`src/rtl/ad_capture_if.sv`:
```
//------------------------------------------------------------------------------
// Module   : ad_capture_if
// Brief    : Readout stream bundle (valid/ready with last marker) of ad_capture.
// Revision : 1.0 - initial release
//------------------------------------------------------------------------------
`default_nettype none

interface ad_capture_if #(
    parameter int DATA_W = 8
) ();
    logic [DATA_W-1:0] rd_data;
    logic              rd_valid;
    logic              rd_ready;
    logic              rd_last;

    modport master (output rd_data, output rd_valid, output rd_last, input  rd_ready);
    modport slave  (input  rd_data, input  rd_valid, input  rd_last, output rd_ready);
endinterface

`default_nettype wire

```
`src/rtl/ad_capture.sv`:
```
//------------------------------------------------------------------------------
// Module   : ad_capture
// Brief    : ADC clock generator, hysteresis rising-edge trigger, DEPTH-sample
//            capture buffer and zero-bubble valid/ready readout.
// Revision : 1.0 - initial release
//------------------------------------------------------------------------------
`default_nettype none

module ad_capture #(
    parameter int DATA_W     = 8,
    parameter int DEPTH      = 256,
    parameter int CLK_DIV    = 4,
    parameter int TRIG_LEVEL = 128,
    parameter int HYST       = 8
) (
    input  wire               sys_clk,
    input  wire               sys_rst,
    input  wire  [DATA_W-1:0] ad_data,
    output logic              ad_clk,
    input  wire               arm,
    output logic              busy,
    output logic              triggered,
    ad_capture_if.master      rd
);

    localparam int AW = $clog2(DEPTH);
    localparam int DW = $clog2(CLK_DIV);
    localparam logic [DW-1:0]     c_DIV_MAX  = DW'(CLK_DIV - 1);
    localparam logic [DW-1:0]     c_DIV_HALF = DW'(CLK_DIV / 2);
    localparam logic [DATA_W-1:0] c_LOW_TH   = DATA_W'(TRIG_LEVEL - HYST);
    localparam logic [DATA_W-1:0] c_HIGH_TH  = DATA_W'(TRIG_LEVEL);

    typedef enum logic [2:0] {
        S_IDLE      = 3'd0,
        S_WAIT_LOW  = 3'd1,
        S_WAIT_HIGH = 3'd2,
        S_CAPTURE   = 3'd3,
        S_READOUT   = 3'd4
    } state_t;

    state_t            state_q, state_d;
    logic [DW-1:0]     div_cnt_q, div_cnt_d;
    logic              ad_clk_q, ad_clk_d;
    logic [DATA_W-1:0] smp_q, smp_d;
    logic              smp_vld_q, smp_vld_d;
    logic [AW-1:0]     wr_ptr_q, wr_ptr_d;
    logic [AW:0]       rd_addr_q, rd_addr_d;
    logic              ram_vld_q, ram_vld_d;
    logic              ram_last_q, ram_last_d;
    logic [DATA_W-1:0] rd_data_q, rd_data_d;
    logic              rd_valid_q, rd_valid_d;
    logic              rd_last_q, rd_last_d;
    logic              busy_q, busy_d;
    logic              triggered_q, triggered_d;

    logic [DATA_W-1:0] mem [DEPTH];
    logic [DATA_W-1:0] ram_rd_q;

    logic              w_strobe;
    logic              w_wr_en;
    logic [AW-1:0]     w_wr_addr;
    logic              w_pop;
    logic              w_load;
    logic              w_issue;

    always_comb begin
        w_strobe  = (div_cnt_q == c_DIV_MAX);
        div_cnt_d = w_strobe ? '0 : div_cnt_q + 1'b1;
        ad_clk_d  = (div_cnt_d >= c_DIV_HALF);
        smp_d     = w_strobe ? ad_data : smp_q;
        smp_vld_d = w_strobe;

        // Two-stage prefetch: RAM output register feeds the output register,
        // so a held-high rd_ready drains one sample per cycle.
        w_pop      = rd_valid_q & rd.rd_ready;
        w_load     = ram_vld_q & (~rd_valid_q | w_pop);
        w_issue    = (state_q == S_READOUT) & ~rd_addr_q[AW] & (~ram_vld_q | w_load);
        rd_data_d  = w_load ? ram_rd_q : rd_data_q;
        rd_valid_d = w_load | (rd_valid_q & ~w_pop);
        rd_last_d  = w_load ? ram_last_q : (rd_last_q & ~w_pop);
        ram_vld_d  = w_issue | (ram_vld_q & ~w_load);
        ram_last_d = w_issue ? (rd_addr_q[AW-1:0] == {AW{1'b1}}) : ram_last_q;
        rd_addr_d  = (state_q != S_READOUT) ? '0 : rd_addr_q + {{AW{1'b0}}, w_issue};

        state_d   = state_q;
        wr_ptr_d  = wr_ptr_q;
        w_wr_en   = 1'b0;
        w_wr_addr = wr_ptr_q;

        case (state_q)
            S_IDLE: begin
                if (arm) state_d = S_WAIT_LOW;
            end
            S_WAIT_LOW: begin
                if (smp_vld_q && (smp_q <= c_LOW_TH)) state_d = S_WAIT_HIGH;
            end
            S_WAIT_HIGH: begin
                if (smp_vld_q && (smp_q >= c_HIGH_TH)) begin
                    w_wr_en   = 1'b1;
                    w_wr_addr = '0;
                    wr_ptr_d  = AW'(1);
                    state_d   = S_CAPTURE;
                end
            end
            S_CAPTURE: begin
                if (smp_vld_q) begin
                    w_wr_en  = 1'b1;
                    wr_ptr_d = wr_ptr_q + 1'b1;
                    if (wr_ptr_q == {AW{1'b1}}) state_d = S_READOUT;
                end
            end
            S_READOUT: begin
                if (w_pop && rd_last_q) state_d = S_IDLE;
            end
            default: state_d = S_IDLE;
        endcase

        if (state_d == S_IDLE) begin
            rd_valid_d = 1'b0;
            rd_last_d  = 1'b0;
            ram_vld_d  = 1'b0;
        end

        busy_d      = (state_d != S_IDLE);
        triggered_d = (state_d == S_CAPTURE) || (state_d == S_READOUT);
    end

    always_ff @(posedge sys_clk or posedge sys_rst) begin
        if (sys_rst) begin
            state_q     <= S_IDLE;
            div_cnt_q   <= '0;
            ad_clk_q    <= 1'b0;
            smp_q       <= '0;
            smp_vld_q   <= 1'b0;
            wr_ptr_q    <= '0;
            rd_addr_q   <= '0;
            ram_vld_q   <= 1'b0;
            ram_last_q  <= 1'b0;
            rd_data_q   <= '0;
            rd_valid_q  <= 1'b0;
            rd_last_q   <= 1'b0;
            busy_q      <= 1'b0;
            triggered_q <= 1'b0;
        end else begin
            state_q     <= state_d;
            div_cnt_q   <= div_cnt_d;
            ad_clk_q    <= ad_clk_d;
            smp_q       <= smp_d;
            smp_vld_q   <= smp_vld_d;
            wr_ptr_q    <= wr_ptr_d;
            rd_addr_q   <= rd_addr_d;
            ram_vld_q   <= ram_vld_d;
            ram_last_q  <= ram_last_d;
            rd_data_q   <= rd_data_d;
            rd_valid_q  <= rd_valid_d;
            rd_last_q   <= rd_last_d;
            busy_q      <= busy_d;
            triggered_q <= triggered_d;
        end
    end

    // Capture and readout never overlap, so one RAM port pair is sufficient.
    always_ff @(posedge sys_clk) begin
        if (w_wr_en) mem[w_wr_addr] <= smp_q;
        if (w_issue) ram_rd_q <= mem[rd_addr_q[AW-1:0]];
    end

    assign ad_clk      = ad_clk_q;
    assign busy        = busy_q;
    assign triggered   = triggered_q;
    assign rd.rd_data  = rd_data_q;
    assign rd.rd_valid = rd_valid_q;
    assign rd.rd_last  = rd_last_q;

endmodule

`default_nettype wire

```
`src/flat_wrapper.sv`:
```
// flat-port wrapper written by rule: the top's interface ports become plain ports
module ad_capture_flat 
#(
    parameter int DATA_W     = 8,
    parameter int DEPTH      = 256,
    parameter int CLK_DIV    = 4,
    parameter int TRIG_LEVEL = 128,
    parameter int HYST       = 8
)
  (sys_clk, sys_rst, ad_data, ad_clk, arm, busy, triggered, rd_rd_data, rd_rd_valid, rd_rd_last, rd_rd_ready);
  ad_capture_if #(.DATA_W(DATA_W)) rd_i ();
  input  wire sys_clk;
  input  wire sys_rst;
  input  wire  [DATA_W-1:0] ad_data;
  output logic ad_clk;
  input  wire arm;
  output logic busy;
  output logic triggered;
  output wire logic [$bits(rd_i.rd_data)-1:0] rd_rd_data;
  output wire logic [$bits(rd_i.rd_valid)-1:0] rd_rd_valid;
  output wire logic [$bits(rd_i.rd_last)-1:0] rd_rd_last;
  input wire logic [$bits(rd_i.rd_ready)-1:0] rd_rd_ready;
  assign rd_rd_data = rd_i.rd_data;
  assign rd_rd_valid = rd_i.rd_valid;
  assign rd_rd_last = rd_i.rd_last;
  assign rd_i.rd_ready = rd_rd_ready;
  ad_capture #(.DATA_W(DATA_W), .DEPTH(DEPTH), .CLK_DIV(CLK_DIV), .TRIG_LEVEL(TRIG_LEVEL), .HYST(HYST)) u_core (.sys_clk(sys_clk), .sys_rst(sys_rst), .ad_data(ad_data), .ad_clk(ad_clk), .arm(arm), .busy(busy), .triggered(triggered), .rd(rd_i));
endmodule
```
`config.mk`:
```
export PLATFORM = sky130hd
export DESIGN_NAME = ad_capture_flat
export DESIGN_NICKNAME = d
export VERILOG_FILES = /design/src/rtl/ad_capture_if.sv /design/src/rtl/ad_capture.sv /design/src/flat_wrapper.sv
export SDC_FILE = /design/constraint.sdc
export NUM_CORES = 2
export LEC_CHECK = 0
export CAP_MARGIN = 40
export CORE_MARGIN = 2
export CORE_UTILIZATION = 51
export CTS_BUF_LIST = sky130_fd_sc_hd__clkbuf_16
export CTS_CLUSTER_SIZE = 30
export DETAILED_ROUTE_END_ITERATION = 8
export PLACE_DENSITY_LB_ADDON = 0.15
export SKIP_LAST_GASP = 1
export SYNTH_ARGS = -nofsm -noshare
export SYNTH_HDL_FRONTEND = slang
export SYNTH_SLANG_ARGS = --single-unit
```
`constraint.sdc`:
```
create_clock -name sys_clk -period 6.25 [get_ports sys_clk]
set_input_delay 1.25 -clock sys_clk [delete_from_list [all_inputs] [get_ports sys_clk]]
set_output_delay 1.25 -clock sys_clk [all_outputs]
set_load 0.005 [all_outputs]
```
# --- Word level (Yosys, flattened, before mapping) ---
# Memory sizes are Yosys's and may differ from the RTL's. A register that Yosys moved wholly into a read port is not among the register bits.
# Cells that the tools add are included.
op_classes:
  muxes: 23
  shifts: 0
  addsub: 3
  div_mod_pow: 0
  n_reduce_logical: 9
  order_cmp: 3
  bitwise: 16
  n_mul: 0
  eq_ne: 12
op_table:
  columns: ["cell", "count"]
  rows:
  - ["$mux 8", 4]
  - ["$mux 3", 6]
  - ["$eq 8x8->1 const B", 2]
  - ["$pmux 8 s2", 1]
  - ["$pmux 3 s5", 1]
  - ["$add 9x1->9", 1]
  - ["$eq 3x2->1 const B", 3]
  - ["$mux 9", 1]
  - ["$add 8x1->8 const B", 1]
  - ["$ge 8x8->1 const B", 1]
  - ["$le 8x7->1 const B", 1]
  - ["$mux 1", 8]
  - ["$and 1x1->1", 7]
  - ["$eq 3x3->1 const B", 2]
  - ["$logic_not 3->1", 2]
  - ["$not 1->1", 5]
  - ["$ne 2x1->1 const B", 2]
  - ["$or 1x1->1", 4]
  - ["$eq 3x1->1 const B", 1]
  - ["$logic_and 1x1->1", 3]
  - ["$ne 3x3->1 const B", 1]
  - ["$reduce_and 3->1", 1]
  - ["$reduce_bool 3->1", 1]
  - ["$add 2x1->2 const B", 1]
  - ["6 further kinds", 6]
totals:
  romBits: 0
  latch_bits: 0
  memories: 1
  input_bits: 12
  mem_bits_rw: 2048
  wordCells: 81
  reg_bits: 46
memory_table:
  columns: ["name", "depth", "width", "rd", "rd_clocked_by_memory_dff", "wr", "line", "text"]
  rows:
  - ["u_core.mem", 256, 8, 1, 1, 1, "ad_capture.sv:56", "logic [DATA_W-1:0] mem [DEPTH];"]

# --- Longest topological paths before layout ---
logic_depth:
  ltp_word: 7
  ltp_mapped: 13
  ltp_nobuf: 8

# --- Least setup slack after synthesis ---
# Ideal clock, no wire load.
synth_path:
  path_kind: "reg2reg"
  startpoint: "register u_core.smp_q[7]"
  endpoint: "memory u_core.mem[80][0] (enable)"
  n_path_buf: 2
  stages_incl_launch_ff: 6
  path_slack_ps: 973
  t_arrival_ps: 4907
  setup_ps: 370
  path_cell_list: "dfrtp_1 and3_1 clkbuf_1 o21ai_1 clkbuf_1 nor2_1"
synth_via:
  elab_chain_len: 6
  elab_cells_between_ends: 8
synth_rtl:
  columns: ["item", "line", "text"]
  rows:
  - ["from (decl)", "ad_capture.sv:44", "logic [DATA_W-1:0] smp_q, smp_d;"]
  - ["from (signal assigned)", "ad_capture.sv:148", "smp_q <= smp_d;"]
  - ["$ge 8x8->1 *", "ad_capture.sv:98", "if (smp_vld_q && (smp_q >= c_HIGH_TH)) begin"]
  - ["$logic_and 1x1->1 *", "ad_capture.sv:98", null]
  - ["$mux 1", "ad_capture.sv:98", null]
  - ["$pmux 1 s2", "ad_capture.sv:90", "case (state_q)"]
  - ["$mux 1", "ad_capture.sv:164", "if (w_wr_en) mem[w_wr_addr] <= smp_q;"]
  - ["$mux 1 (implied by the code)", "ad_capture.sv:164", null]
  - ["to (decl)", "ad_capture.sv:56", null]
# Every way passes the cells marked *; elsewhere a longest branch is shown, timed or not.

==> run metrics <==
outcome=completed; Max H-tree Level=4; Clock Latency Late Sink=0.84 ns; Synth Area in Compound Gates=2.97%; worst setup margin=1.89 ns; first-pass GRT wire length=314000 µm; clock root buffer=clkbuf_16; Int Pwr=0.0227 W; final period demand of the worst path=4.36 ns; post-synthesis mux area share=15.3%; nets@finish=4025; R2R Path Start=u_core.rd_addr_q[3]; CTS Hold Bufs=0; Post-CTS Resized=0; Final period util=69.8%; post-route setup TNS=0 ns; Crit Path Class=reg -> reg; setup violators final=0; largest net degree at the start of global routing=213; Comb pwr share=1.7%; Hold/Removal Path Class=reg -> reg; largest family of logic cells by synthesized area=multiplexers; Synth Area in Simple Gates=2.75%; Worst Path Required=6.90 ns; Die X-Extent=404 µm; DP Area=0.0847 mm²; Clock Power Share=43.1%; Top Ports=25; final hold slack=0.434 ns; Flop pwr share=55.2%; FF+latch count, synth=2101; Yosys warning count=0; TritonCTS clock tree=built; Worst slew margin=17.9%; Adder-Cell Fraction of Synth Area=0.0613%; Max Fclk=229 MHz; share of cells above drive strength 1=23.2%; sequential share of the synthesized area=77.0%; final hold viol count=0; Switch Pwr=0.00573 W; HPWL Detailed=134000 µm; skew final=0.0386 ns; Fillers=11.6k; WHS Path Cells=1; input/output buffers=24; Avg Vias per Cell=6.57; post-route ant nets=0; Worst-Margin Slew=1.23 ns; Setup crit end kind=register; GRT Total Usage=27.4%; WL final=222000 µm; clk sinks=2101; # rows=146; area delta synth->final=11.9%; sw frac=20.2%; Main synth FF type=edfxtp_1; syn_area_per_cell=21.1 µm²; Congestion Overflow GR=0; vias in the first global route=40.6k; Detailed Routing Iterations Pass 1=6; pre-CTS setup slack=2.04 ns; critical path startpoint category=register; final-report max-slew violation count=0; initial DRC count=5855; Max FO, Critical Path=29; Leakage=27.8 nW; sink of the worst hold path=u_core.div_cnt_q[0]; residual DRC count=0; Netlist cell types=74; pwr dens=311 mW/mm²; Post-Synthesis Cell Area=0.0817 mm²; die area=0.163 mm²; RSZ-0062 raised after global routing=no; Die Y=404 µm; Placer Congestion=0.860; Finished Layout Cells=6262; critical path arrival=5.01 ns; post-synth net total=3881; Synth Area in XOR/XNOR=0.129%; clk slew on worst S/H paths=0.06 ns; R2R Path End=u_core.ram_rd_q[4]; max_cap viols=0; Bufs on Longest Clock Path=3; initial antenna violation count=8; post-synthesis cell count=3865; wire per inst=35.4 µm; design area=0.0914 mm²; share of flip-flops with an asynchronous set or reset=2.14%; setup repair bufs after CTS=0; placed cell count=5869; via count=41.1k; TritonCTS Buffers=207; R2R cell count=7; hold path startpoint=u_core.div_cnt_q[0]; Worst R2R Setup Slack=1.89 ns; core area=0.159 mm²; initial core utilization=51.5%; number of synthesized flops with an enable pin=2056; maximum vdd ir drop=0.308 mV
[cell usage in the layout, fill, tap and decap left out, drive strengths merged, types with 24 or more instances in the layout]
| master | n |
|---|---|
| mux2i | 150 |
| nand2 | 91 |
| a22oi | 69 |
| clkbuf | 212 |
| edfxtp | 2056 |
| o21ai | 32 |
| mux4 | 479 |
| buf | 142 |
| a21oi | 51 |
| o221ai | 33 |
| a221oi | 29 |
| clkinv | 95 |
| dfrtp | 45 |
| nand3 | 36 |
| nor2 | 307 |
| inv | 71 |
| clkdlybuf4s50 | 24 |
[state kept, by name, summed over array words and instances (netlist names)]
register	cells
u_core.triggered	1
u_core.rd.rd_last	1
u_core.rd_addr_q	9
u_core.ram_rd_q	8
u_core.state_q	3
u_core.ad_clk	1
u_core.busy	1
u_core.smp_q	8
u_core.mem	2048
u_core.div_cnt_q	1
u_core.smp_vld_q	1
u_core.ram_last_q	1
u_core.rd.rd_data	8
u_core.rd.rd_valid	1
u_core.ram_vld_q	1
u_core.wr_ptr_q	8
[through the flow]
| step | utilization [%] | power (W) |
|---|---|---|
| 2_1_floorplan | - | 0.0162 |
| 3_3_place_gp | 53.0 | 0.0164 |
| 3_5_place_dp | 53.4 | 0.0164 |
| 4_1_cts | 57.6 | 0.0285 |
| 5_1_grt | 57.6 | 0.0291 |
| 6_report | 57.6 | 0.0284 |
[cell usage after synthesis, types with 27 or more instances]
master    number  area share (%)
buf_2         50            0.31
buf_4         31            0.28
clkbuf_1     100            0.46
nand3_1       36            0.22
o21ai_0       27            0.17
o221ai_1      32            0.34
buf_6         36            0.50
nor2_1       307             1.4
a22oi_1       69            0.63
nand2_1       91            0.42
mux4_2       479              13
dfrtp_1       45             1.4
mux2i_1      150             1.8
a21oi_1       51            0.31
a221oi_1      28            0.30
edfxtp_1    2056              76
[power groups by stage]
stage	logic [W]	registers [W]	clock network, W
final	0.000470	0.0157	0.0122
after global routing	0.000502	0.0157	0.0129
after CTS	0.000475	0.0157	0.0124
after detailed placement	0.000475	0.0160	0
after global placement	0.000444	0.0160	0
after floorplan	0.000170	0.0160	0
[cells by family after synthesis]
logic type / after synthesis
mux: 651
xor+xnor: 12
buf+inv: 248
compound gates: 327
fa+ha+maj: 4
simple gates: 522
flops: 2101
[layer usage]
layer	vias up	global-route usage, %	wire (µm)
met1	22104	39.8	89800
met5	-	0	20
li1	16441	-	-
met3	377	5.77	20800
met2	2194	42.0	104000
met4	4	8.60	6950
[worst max path at each step]
stage | from | endpoint | slack [ns] | cells past startpoint
final | u_core.rd_addr_q[3] | u_core.ram_rd_q[4] | 1.89 | 7
after global routing | u_core.rd_addr_q[0] | u_core.ram_rd_q[2] | 1.96 | 7
after CTS | u_core.rd_addr_q[0] | u_core.ram_rd_q[2] | 2.03 | 7
after detailed placement | u_core.rd_addr_q[0] | u_core.ram_rd_q[2] | 2.04 | 7
after global placement | u_core.smp_q[7] | u_core.mem[30][1] | 1.29 | 4
after floorplan | u_core.smp_q[7] | u_core.mem[80][0] | 0.97 | 5
[worst max-delay path: stages (launching register included)]
cell      delay [ns]
dfrtp_4         0.96
buf_4           0.47
nand3_1         0.66
o221ai_1        0.41
a211oi_1        0.08
a211oi_1        0.70
o32ai_1         0.35
a222oi_1        0.42
[area by class of cell]
class / instances / area, µm² / area share, %
Clock buffer: 212 / 5310 / 5.80
Inverter: 17 / 68.8 / 0.0753
Multi-Input combinational cell: 1516 / 17500 / 19.1
Timing Repair Buffer: 166 / 1680 / 1.84
Tap cell: 2072 / 2590 / 2.84
Clock inverter: 175 / 1360 / 1.49
Sequential cell: 2101 / 62900 / 68.8
Antenna cell: 3 / 7.51 / 0.00821
Power figures use the tool's default switching activity.
